File: src/rtl/biquad8_coeff_loader.sv
// Wishbone master that replays a locally stored coefficient table into the biquad control
// port and finishes with a commit write. Optional per-transaction ack timeout: BIQUAD8_LOADER_TIMEOUT_EN.
module biquad8_coeff_loader #(
  parameter int         NENTRY     = 32,
  parameter int         TIMEOUT    = 255,
  parameter logic [6:0] UPDATE_ADR = 7'h00,
  localparam int        LOG2N      = $clog2(NENTRY)
) (
  input  logic             wb_clk_i,
  input  logic             wb_rst_i,
  input  logic             tbl_wr_i,
  input  logic [LOG2N-1:0] tbl_adr_i,
  input  logic [24:0]      tbl_dat_i,
  input  logic             start_i,
  input  logic [LOG2N:0]   len_i,
  output logic             wb_cyc_o,
  output logic             wb_stb_o,
  output logic             wb_we_o,
  output logic [6:0]       wb_adr_o,
  output logic [31:0]      wb_dat_o,
  output logic [3:0]       wb_sel_o,
  input  logic             wb_ack_i,
  input  logic             wb_err_i,
  output logic             busy_o,
  output logic             done_o,
  output logic             err_o
);

  typedef enum logic [2:0] {
    IDLE   = 3'd0,
    FETCH  = 3'd1,
    WRITE  = 3'd2,
    GAP    = 3'd3,
    COMMIT = 3'd4
  } state_t;

  state_t           state;
  logic [LOG2N-1:0] idx;
  logic [LOG2N:0]   len;
  logic [24:0]      mem [NENTRY];
  logic [24:0]      rd_q;
  logic [LOG2N:0]   len_clamped;
  logic             last_entry;
  logic             tmo_hit;
  logic             rsp_fail;

  assign wb_sel_o = 4'hF;

  // Clamp the requested length to the table depth
  always_comb begin
    len_clamped = len_i;
    if (len_i > (LOG2N+1)'(NENTRY)) begin
      len_clamped = (LOG2N+1)'(NENTRY);
    end else begin
      len_clamped = len_i;
    end
  end

  assign last_entry = ({1'b0, idx} == (len - (LOG2N+1)'(1)));
  assign rsp_fail   = wb_err_i || tmo_hit;

`ifdef BIQUAD8_LOADER_TIMEOUT_EN
  localparam int TW = $clog2(TIMEOUT + 1);
  logic [TW-1:0] tmo_cnt;

  assign tmo_hit = wb_cyc_o && (tmo_cnt == TW'(TIMEOUT - 1));

  // Count cycles a bus transaction has been outstanding without a response
  always_ff @(posedge wb_clk_i or posedge wb_rst_i) begin
    if (wb_rst_i) begin
      tmo_cnt <= '0;
    end else if (!wb_cyc_o || wb_ack_i || wb_err_i) begin
      tmo_cnt <= '0;
    end else begin
      tmo_cnt <= tmo_cnt + TW'(1);
    end
  end
`else
  logic unused_timeout;

  assign tmo_hit        = 1'b0;
  assign unused_timeout = (TIMEOUT != 0);
`endif

  // Coefficient table: no reset so contents survive wb_rst_i; writes only while idle
  always_ff @(posedge wb_clk_i) begin
    if (tbl_wr_i && (state == IDLE)) begin
      mem[tbl_adr_i] <= tbl_dat_i;
    end
    if (state == FETCH) begin
      rd_q <= mem[idx];
    end
  end

  // Sequencer: WRITE/COMMIT use the first cycle (cyc still low) to launch the bus cycle
  always_ff @(posedge wb_clk_i or posedge wb_rst_i) begin
    if (wb_rst_i) begin
      state    <= IDLE;
      idx      <= '0;
      len      <= '0;
      wb_cyc_o <= 1'b0;
      wb_stb_o <= 1'b0;
      wb_we_o  <= 1'b0;
      wb_adr_o <= 7'h00;
      wb_dat_o <= 32'h0000_0000;
      busy_o   <= 1'b0;
      done_o   <= 1'b0;
      err_o    <= 1'b0;
    end else begin
      done_o <= 1'b0;
      case (state)
        IDLE: begin
          if (start_i) begin
            err_o  <= 1'b0;
            busy_o <= 1'b1;
            len    <= len_clamped;
            idx    <= '0;
            state  <= (len_clamped == '0) ? COMMIT : FETCH;
          end
        end
        FETCH: begin
          state <= WRITE;
        end
        WRITE: begin
          if (!wb_cyc_o) begin
            wb_cyc_o <= 1'b1;
            wb_stb_o <= 1'b1;
            wb_we_o  <= 1'b1;
            wb_adr_o <= rd_q[24:18];
            wb_dat_o <= {14'b0, rd_q[17:0]};
          end else if (wb_ack_i) begin
            wb_cyc_o <= 1'b0;
            wb_stb_o <= 1'b0;
            wb_we_o  <= 1'b0;
            state    <= GAP;
          end else if (rsp_fail) begin
            wb_cyc_o <= 1'b0;
            wb_stb_o <= 1'b0;
            wb_we_o  <= 1'b0;
            err_o    <= 1'b1;
            busy_o   <= 1'b0;
            state    <= IDLE;
          end
        end
        GAP: begin
          if (last_entry) begin
            state <= COMMIT;
          end else begin
            idx   <= idx + LOG2N'(1);
            state <= FETCH;
          end
        end
        COMMIT: begin
          if (!wb_cyc_o) begin
            wb_cyc_o <= 1'b1;
            wb_stb_o <= 1'b1;
            wb_we_o  <= 1'b1;
            wb_adr_o <= UPDATE_ADR;
            wb_dat_o <= 32'h0000_0001;
          end else if (wb_ack_i) begin
            wb_cyc_o <= 1'b0;
            wb_stb_o <= 1'b0;
            wb_we_o  <= 1'b0;
            done_o   <= 1'b1;
            busy_o   <= 1'b0;
            state    <= IDLE;
          end else if (rsp_fail) begin
            wb_cyc_o <= 1'b0;
            wb_stb_o <= 1'b0;
            wb_we_o  <= 1'b0;
            err_o    <= 1'b1;
            busy_o   <= 1'b0;
            state    <= IDLE;
          end
        end
        default: begin
          wb_cyc_o <= 1'b0;
          wb_stb_o <= 1'b0;
          wb_we_o  <= 1'b0;
          busy_o   <= 1'b0;
          state    <= IDLE;
        end
      endcase
    end
  end

endmodule

File: config.mk
export PLATFORM = sky130hd
export DESIGN_NAME = biquad8_coeff_loader
export DESIGN_NICKNAME = d
export VERILOG_FILES = /design/src/rtl/biquad8_coeff_loader.sv
export SDC_FILE = /design/constraint.sdc
export NUM_CORES = 1
export LEC_CHECK = 0
export CORE_MARGIN = 2
export CORE_UTILIZATION = 55
export DETAILED_ROUTE_END_ITERATION = 10
export PLACE_DENSITY = 0.73
export SYNTH_ARGS = -nofsm -noshare
export SYNTH_HDL_FRONTEND = slang
export SYNTH_SLANG_ARGS = --single-unit
export TNS_END_PERCENT = 30
File: constraint.sdc
create_clock -name wb_clk_i -period 2.8 [get_ports wb_clk_i]
set_input_delay 0.7 -clock wb_clk_i [delete_from_list [all_inputs] [get_ports wb_clk_i]]
set_output_delay 0.7 -clock wb_clk_i [all_outputs]
set_load 0.03 [all_outputs]
Word level (Yosys, flattened, before mapping)
Memory sizes are Yosys's and may differ from the RTL's. A register that Yosys moved wholly into a read port is not among the register bits.
Index checks and enable logic that the tools add are counted.
{ "op_classes": {"bitwise_logic": 2, "n_lt_le_gt_ge": 1, "n_addsub": 2, "n_reduce_logical": 16, "n_eq_ne": 16, "shifts": 0, "n_mux": 44, "div_mod_pow": 0, "n_mul": 0} }
{ "op_table": {"columns": ["cell", "n"], "rows": [
  ["two-way mux 32 bit", 2],
  ["case mux 32 bit (2 select lines)", 1],
  ["two-way mux 3 bit", 8],
  ["two-way mux 1 bit", 21],
  ["!= test 2 bit (second input constant)", 8],
  ["case mux 3 bit (5 select lines)", 1],
  ["two-way mux 7 bit", 2],
  ["case mux 7 bit (2 select lines)", 1],
  ["two-way mux 5 bit", 2],
  ["case mux 5 bit (2 select lines)", 1],
  ["AND reduction 5 bit", 2],
  ["AND reduction 3 bit", 3],
  ["equality test 3 x 2 -> 1 bit (second input constant)", 2],
  ["equality test 5 x 6 -> 1 bit", 1],
  ["> comparator 6 bit (second input constant)", 1],
  ["logical NOT 6 bit", 1],
  ["two-way mux 6 bit", 1],
  ["case mux 1 bit (2 select lines)", 3],
  ["nonzero test 2 bit", 3],
  ["subtractor 6 x 1 -> 6 bit (second input constant)", 1],
  ["adder 5 x 1 -> 5 bit (second input constant)", 1],
  ["!= test 2 x 1 -> 1 bit (second input constant)", 2],
  ["!= test 4 x 2 -> 1 bit (second input constant)", 1],
  ["case mux 1 bit (4 select lines)", 1],
  ["other kinds (8)", 11]
]} }
{ "totals": {"inputBits": 42, "n_memories": 1, "romBits": 0, "latchBits": 0, "word_cells": 92, "ramBits": 800, "output_inout_bits": 49, "reg_bits": 58} }
{ "memory_table": {"columns": ["name", "words", "word_bits", "rd", "rd_clocked_by_memory_dff", "wr", "line", "source"], "rows": [
  ["mem", 32, 25, 1, 1, 1, "40", "logic [24:0] mem [NENTRY];"]
]} }

Logic depth before layout (Yosys ltp)
{ "depth": {"ltp_word": 6, "mapped_depth": 9, "depth_no_buf": 8} }

Worst setup path before layout
No wires, ideal clock.
{ "synth_timing": {"kind": "reg-to-reg", "startpoint": "register state[2]", "endpoint": "memory mem[12][0], enable pin", "t_required_ns": 2.393, "path_stages_with_launch": 7, "arrival_ns": 2.519, "path_buffers": 2, "setup_slack_ns": -0.126, "cell_sequence": "dfrtp_1 clkbuf_1 nor3_1 nand2_1 or3_1 clkbuf_1 nor2_1"} }
{ "synth_between": {"elab_chain_len": 4} }
{ "synth_lines": {"columns": ["element", "line", "source"], "rows": [
  ["from (decl)", "37", "state_t state;"],
  ["from (signal assigned)", "118", "state <= (len_clamped == '0) ? COMMIT : FETCH;"],
  ["logical NOT 3 bit", "87", "if (tbl_wr_i && (state == IDLE)) begin"],
  ["logical AND 1 bit", "87", null],
  ["two-way mux 1 bit", "87", null],
  ["two-way mux 1 bit (implied by the code)", "88", "mem[tbl_adr_i] <= tbl_dat_i;"],
  ["to (decl)", "40", null]
]} }
No other way between the ends.

Final worst setup path
{ "layout_timing": {"startpoint": "register wb_cyc_o", "endpoint": "output port wb_cyc_o"} }
{ "layout_lines": {"columns": ["element", "line", "source"], "rows": [
  ["from (decl)", "16", "output logic wb_cyc_o,"],
  ["from (signal assigned)", "101", "wb_cyc_o <= 1'b0;"],
  ["from (signal assigned)", "126", "wb_cyc_o <= 1'b1;"],
  ["from (signal assigned)", "132", "wb_cyc_o <= 1'b0;"]
]} }
No word-level cell between the ends.

==> impl_metrics.py <==
metrics = {
    "outcome": {
        "outcome": "finished, final reports clean",
    },
    "floorplan": {
        "dieArea_um2": 62700,
        "rows": 90,
        "ios": 91,
        "die_x_um": 250,
        "die_height_um": 250,
        "core_area_um2": 60100,
        "start_util_pct": 55.5,
    },
    "global_route": {
        "grt_pass1_wl_mm": 112,
        "antenna_found_initial": 0,
        "grt_pass1_vias": 16300,
        "track_usage_pct": 25.1,
        "grt_max_degree": 51,
        "grt_overflow": 0,
    },
    "yosys": {
        "ys_seq_area_share_pct": 77.5,
        "async_flop_share_pct": 5.06,
        "synthCells": 1426,
        "synth_top_area_share_pct": 74.2,
        "syn_avg_cell_area_um2": 23.4,
        "ys_warn_count": 0,
        "ys_ff_latch": 869,
        "yosysMostFrequentCell": "edfxtp_1",
        "synth_edf_count": 825,
        "synth_common_cells": "edfxtp_1, mux4_2, nor2_1",
        "syn-cell-area_um2": 33400,
        "synth-main-ff-cell": "edfxtp_1",
        "synth_top_area_cell": "edfxtp_1",
        "synth_area_leaders": "edfxtp_1, mux4_2, dfrtp_1, mux2_2, a22o_1",
        "synth_cell_types": 38,
    },
    "cells_and_area": {
        "multi_input_area_um2": 7290,
        "stdcell_area_um2": 39500,
        "utilization_pct": 65.6,
        "seq_area_um2": 25900,
        "layout-area-overhead-vs-synth_pct": 18.2,
        "fill_cells": 3782,
        "drive_gt1_share_pct": 33.7,
        "n_antenna_cell": 0,
        "nets": 1689,
        "layoutNonFillerInstCount": 2495,
    },
    "placement": {
        "dp_worst_setup_slack_ns": 0.150,
        "place_area_um2": 36600,
        "dp.cells": 2339,
        "place_hpwl_mm": 43.8,
        "io_buffers": 72,
        "place.gp.congestion": 0.812,
    },
    "worst_setup_path": {
        "cpLargestDelayFamily": "buffers and inverters",
        "regToRegStartpoint": "idx[0]",
        "critPathSlowestCell": "clkdlybuf4s50_1",
        "critPathBufInv": 1,
        "critPathKind": "flip-flop to output port",
        "rr_endpoint": "rd_q[12]",
        "start_kind": "flip-flop",
        "ff2ff_setup_slack_ns": 0.27,
        "worst_setup_path_end_kind": "output port",
        "crit_fanout": 13,
        "r2r.worst_path.cells": 5,
        "slowest_delay_ns": 0.76,
        "worstPathRequired_ns": 2.10,
        "cp.arrival_ns": 1.97,
        "crit_chain": "clkdlybuf4s50_1",
    },
    "timing": {
        "max_freq_mhz": 375,
        "fin_crit_sh_pct": 95.3,
        "period_minus_slack_ns": 2.67,
        "drv_slew": 0,
        "hold_violations": 0,
        "worst_hold_slack_ns": 0.346,
        "worst_pin_slew_ns": 0.601,
        "clock_skew_ns": 0.0241,
        "relSlewSlack_pct": 59.8,
        "setup_viol": 0,
        "setup_slack_ns": 0.131,
        "final.setup.tns_ns": 0,
        "rsz0062_at_grt": "false",
    },
    "power_and_ir_drop": {
        "switchingPower_mw": 8.86,
        "power.total_mw": 34.6,
        "p_sw_share_pct": 25.6,
        "p_leak_nw": 12.4,
        "combPwrFrac_pct": 22.3,
        "clockPowerShare_pct": 33.6,
        "powerDensity_nw_per_um2": 876,
        "pwr-share-seq_pct": 44.1,
        "ir_drop_mv": 0.920,
        "intPower_mw": 25.7,
    },
    "flow_run": {
        "drv_cap": 0,
    },
    "route": {
        "via_count": 15800,
        "routedWlPerCell_um": 30.4,
        "ant_nets": 0,
        "drtIter0Drc": 1912,
        "drcViolationCount": 0,
        "finalWirelength_mm": 75.8,
        "via_per_inst": 6.35,
        "firstDrtPassIters": 7,
    },
    "cts": {
        "hold_buffers": 0,
        "ctsResizeCount": 0,
        "cts_made_buffers": 86,
        "htree_levels": 3,
        "cts-root-buf": "clkbuf_16",
        "cts_tree": "yes",
        "cts.path.max_buffers": 3,
        "insertion_delay_ns": 0.64,
        "post_cts_buffers": 0,
        "cts.sinks": 869,
        "clkTransAtPathRegs_ns": 0.06,
    },
    "min_path": {
        "min-delay-path-class": "input port to async pin",
    },
}
-- flip-flops by register name, summed over array words and instances (netlist names) --
register and flops:
mem 800, wb_we_o 1, wb_adr_o 7, rd_q 25, wb_cyc_o 1, idx 5
busy_o 1, err_o 1, wb_dat_o 18, done_o 1, len 6, state 3
-- cells in the final DEF (no fill, tap or decap), types with 3 or more instances in the layout --
cell | netlist | layout
inv_1 | 5 | 4
clkinv_2 | 0 | 11
mux4_2 | 250 | 250
dfrtp_1 | 44 | 39
nor2b_1 | 6 | 6
o22ai_1 | 3 | 3
clkdlybuf4s50_1 | 0 | 72
nor2_4 | 0 | 32
dfrtp_4 | 0 | 3
edfxtp_1 | 825 | 825
nand4_1 | 3 | 3
a22o_1 | 24 | 24
xor2_1 | 3 | 3
nand2_1 | 23 | 23
conb_1 | 2 | 18
o22a_1 | 3 | 3
mux2_2 | 26 | 26
clkbuf_16 | 0 | 90
mux2i_1 | 4 | 4
nor2_1 | 48 | 16
bufinv_16 | 0 | 10
buf_4 | 27 | 83
nor3_1 | 7 | 6
clkinvlp_4 | 0 | 4
clkbuf_1 | 42 | 18
nand2b_1 | 8 | 8
buf_12 | 0 | 54
clkbuf_8 | 0 | 4
o21ai_0 | 10 | 10
clkinv_1 | 0 | 15
a21oi_1 | 9 | 9
xnor2_1 | 5 | 5
nand3b_1 | 4 | 4
nand3_1 | 3 | 3
or3_1 | 4 | 4
-- routing by layer --
layer / global-route usage [%] / part of all wire, % / vias up
li1: - / - / 6457
met1: 35.2 / 39 / 8487
met2: 40.5 / 50 / 776
met3: 5.43 / 8.5 / 128
met4: 7.25 / 2.7 / 0
met5: 0 / 0 / -
-- how the worst max path moves through the flow --
stage | from | endpoint | slack (ns) | cells after the start
6_report | wb_cyc_o | wb_cyc_o | 0.13 | 1
5_1_grt | wb_cyc_o | wb_cyc_o | 0.07 | 1
4_1_cts | wb_cyc_o | wb_cyc_o | 0.12 | 1
3_5_place_dp | tbl_adr_i[4] | mem[19][10] | 0.15 | 4
3_3_place_gp | tbl_wr_i | mem[12][15] | 0.17 | 6
2_1_floorplan | state[2] | mem[12][0] | -0.13 | 6
-- cell families (layout without fill, tap and decap cells) --
kind of cell	Yosys count	count (layout)	synth area share, %
DFF	869	869	77.5
other	2	18	0.0225
buffers and inverters	99	370	1.54
xor gates and xnor gates	8	8	0.210
AOI/OAI and AO/OA	56	56	1.22
muxes	280	280	17.9
and+or+nand+nor	110	110	1.53
adders and majority gates	2	2	0.0750
-- area by class of cell --
type / instances / area share, %
clock buffer: 112 / 6.02
multi-input combinational: 474 / 18.5
inverter: 5 / 0.0476
sequential: 869 / 65.6
clock inverter: 44 / 1.23
timing repair buffer: 209 / 6.15
tap: 782 / 2.48
-- power by group through the flow --
stage	clock, mW	combinational [mW]	sequential [mW]
floorplan	0	4.90	15.7
global placement	0	7.60	15.5
detailed placement	0	7.71	15.5
CTS	11.8	7.82	15.2
global route	12.2	8.22	15.3
finish	11.6	7.71	15.2
Note: power is estimated with default switching activity, not from simulation.
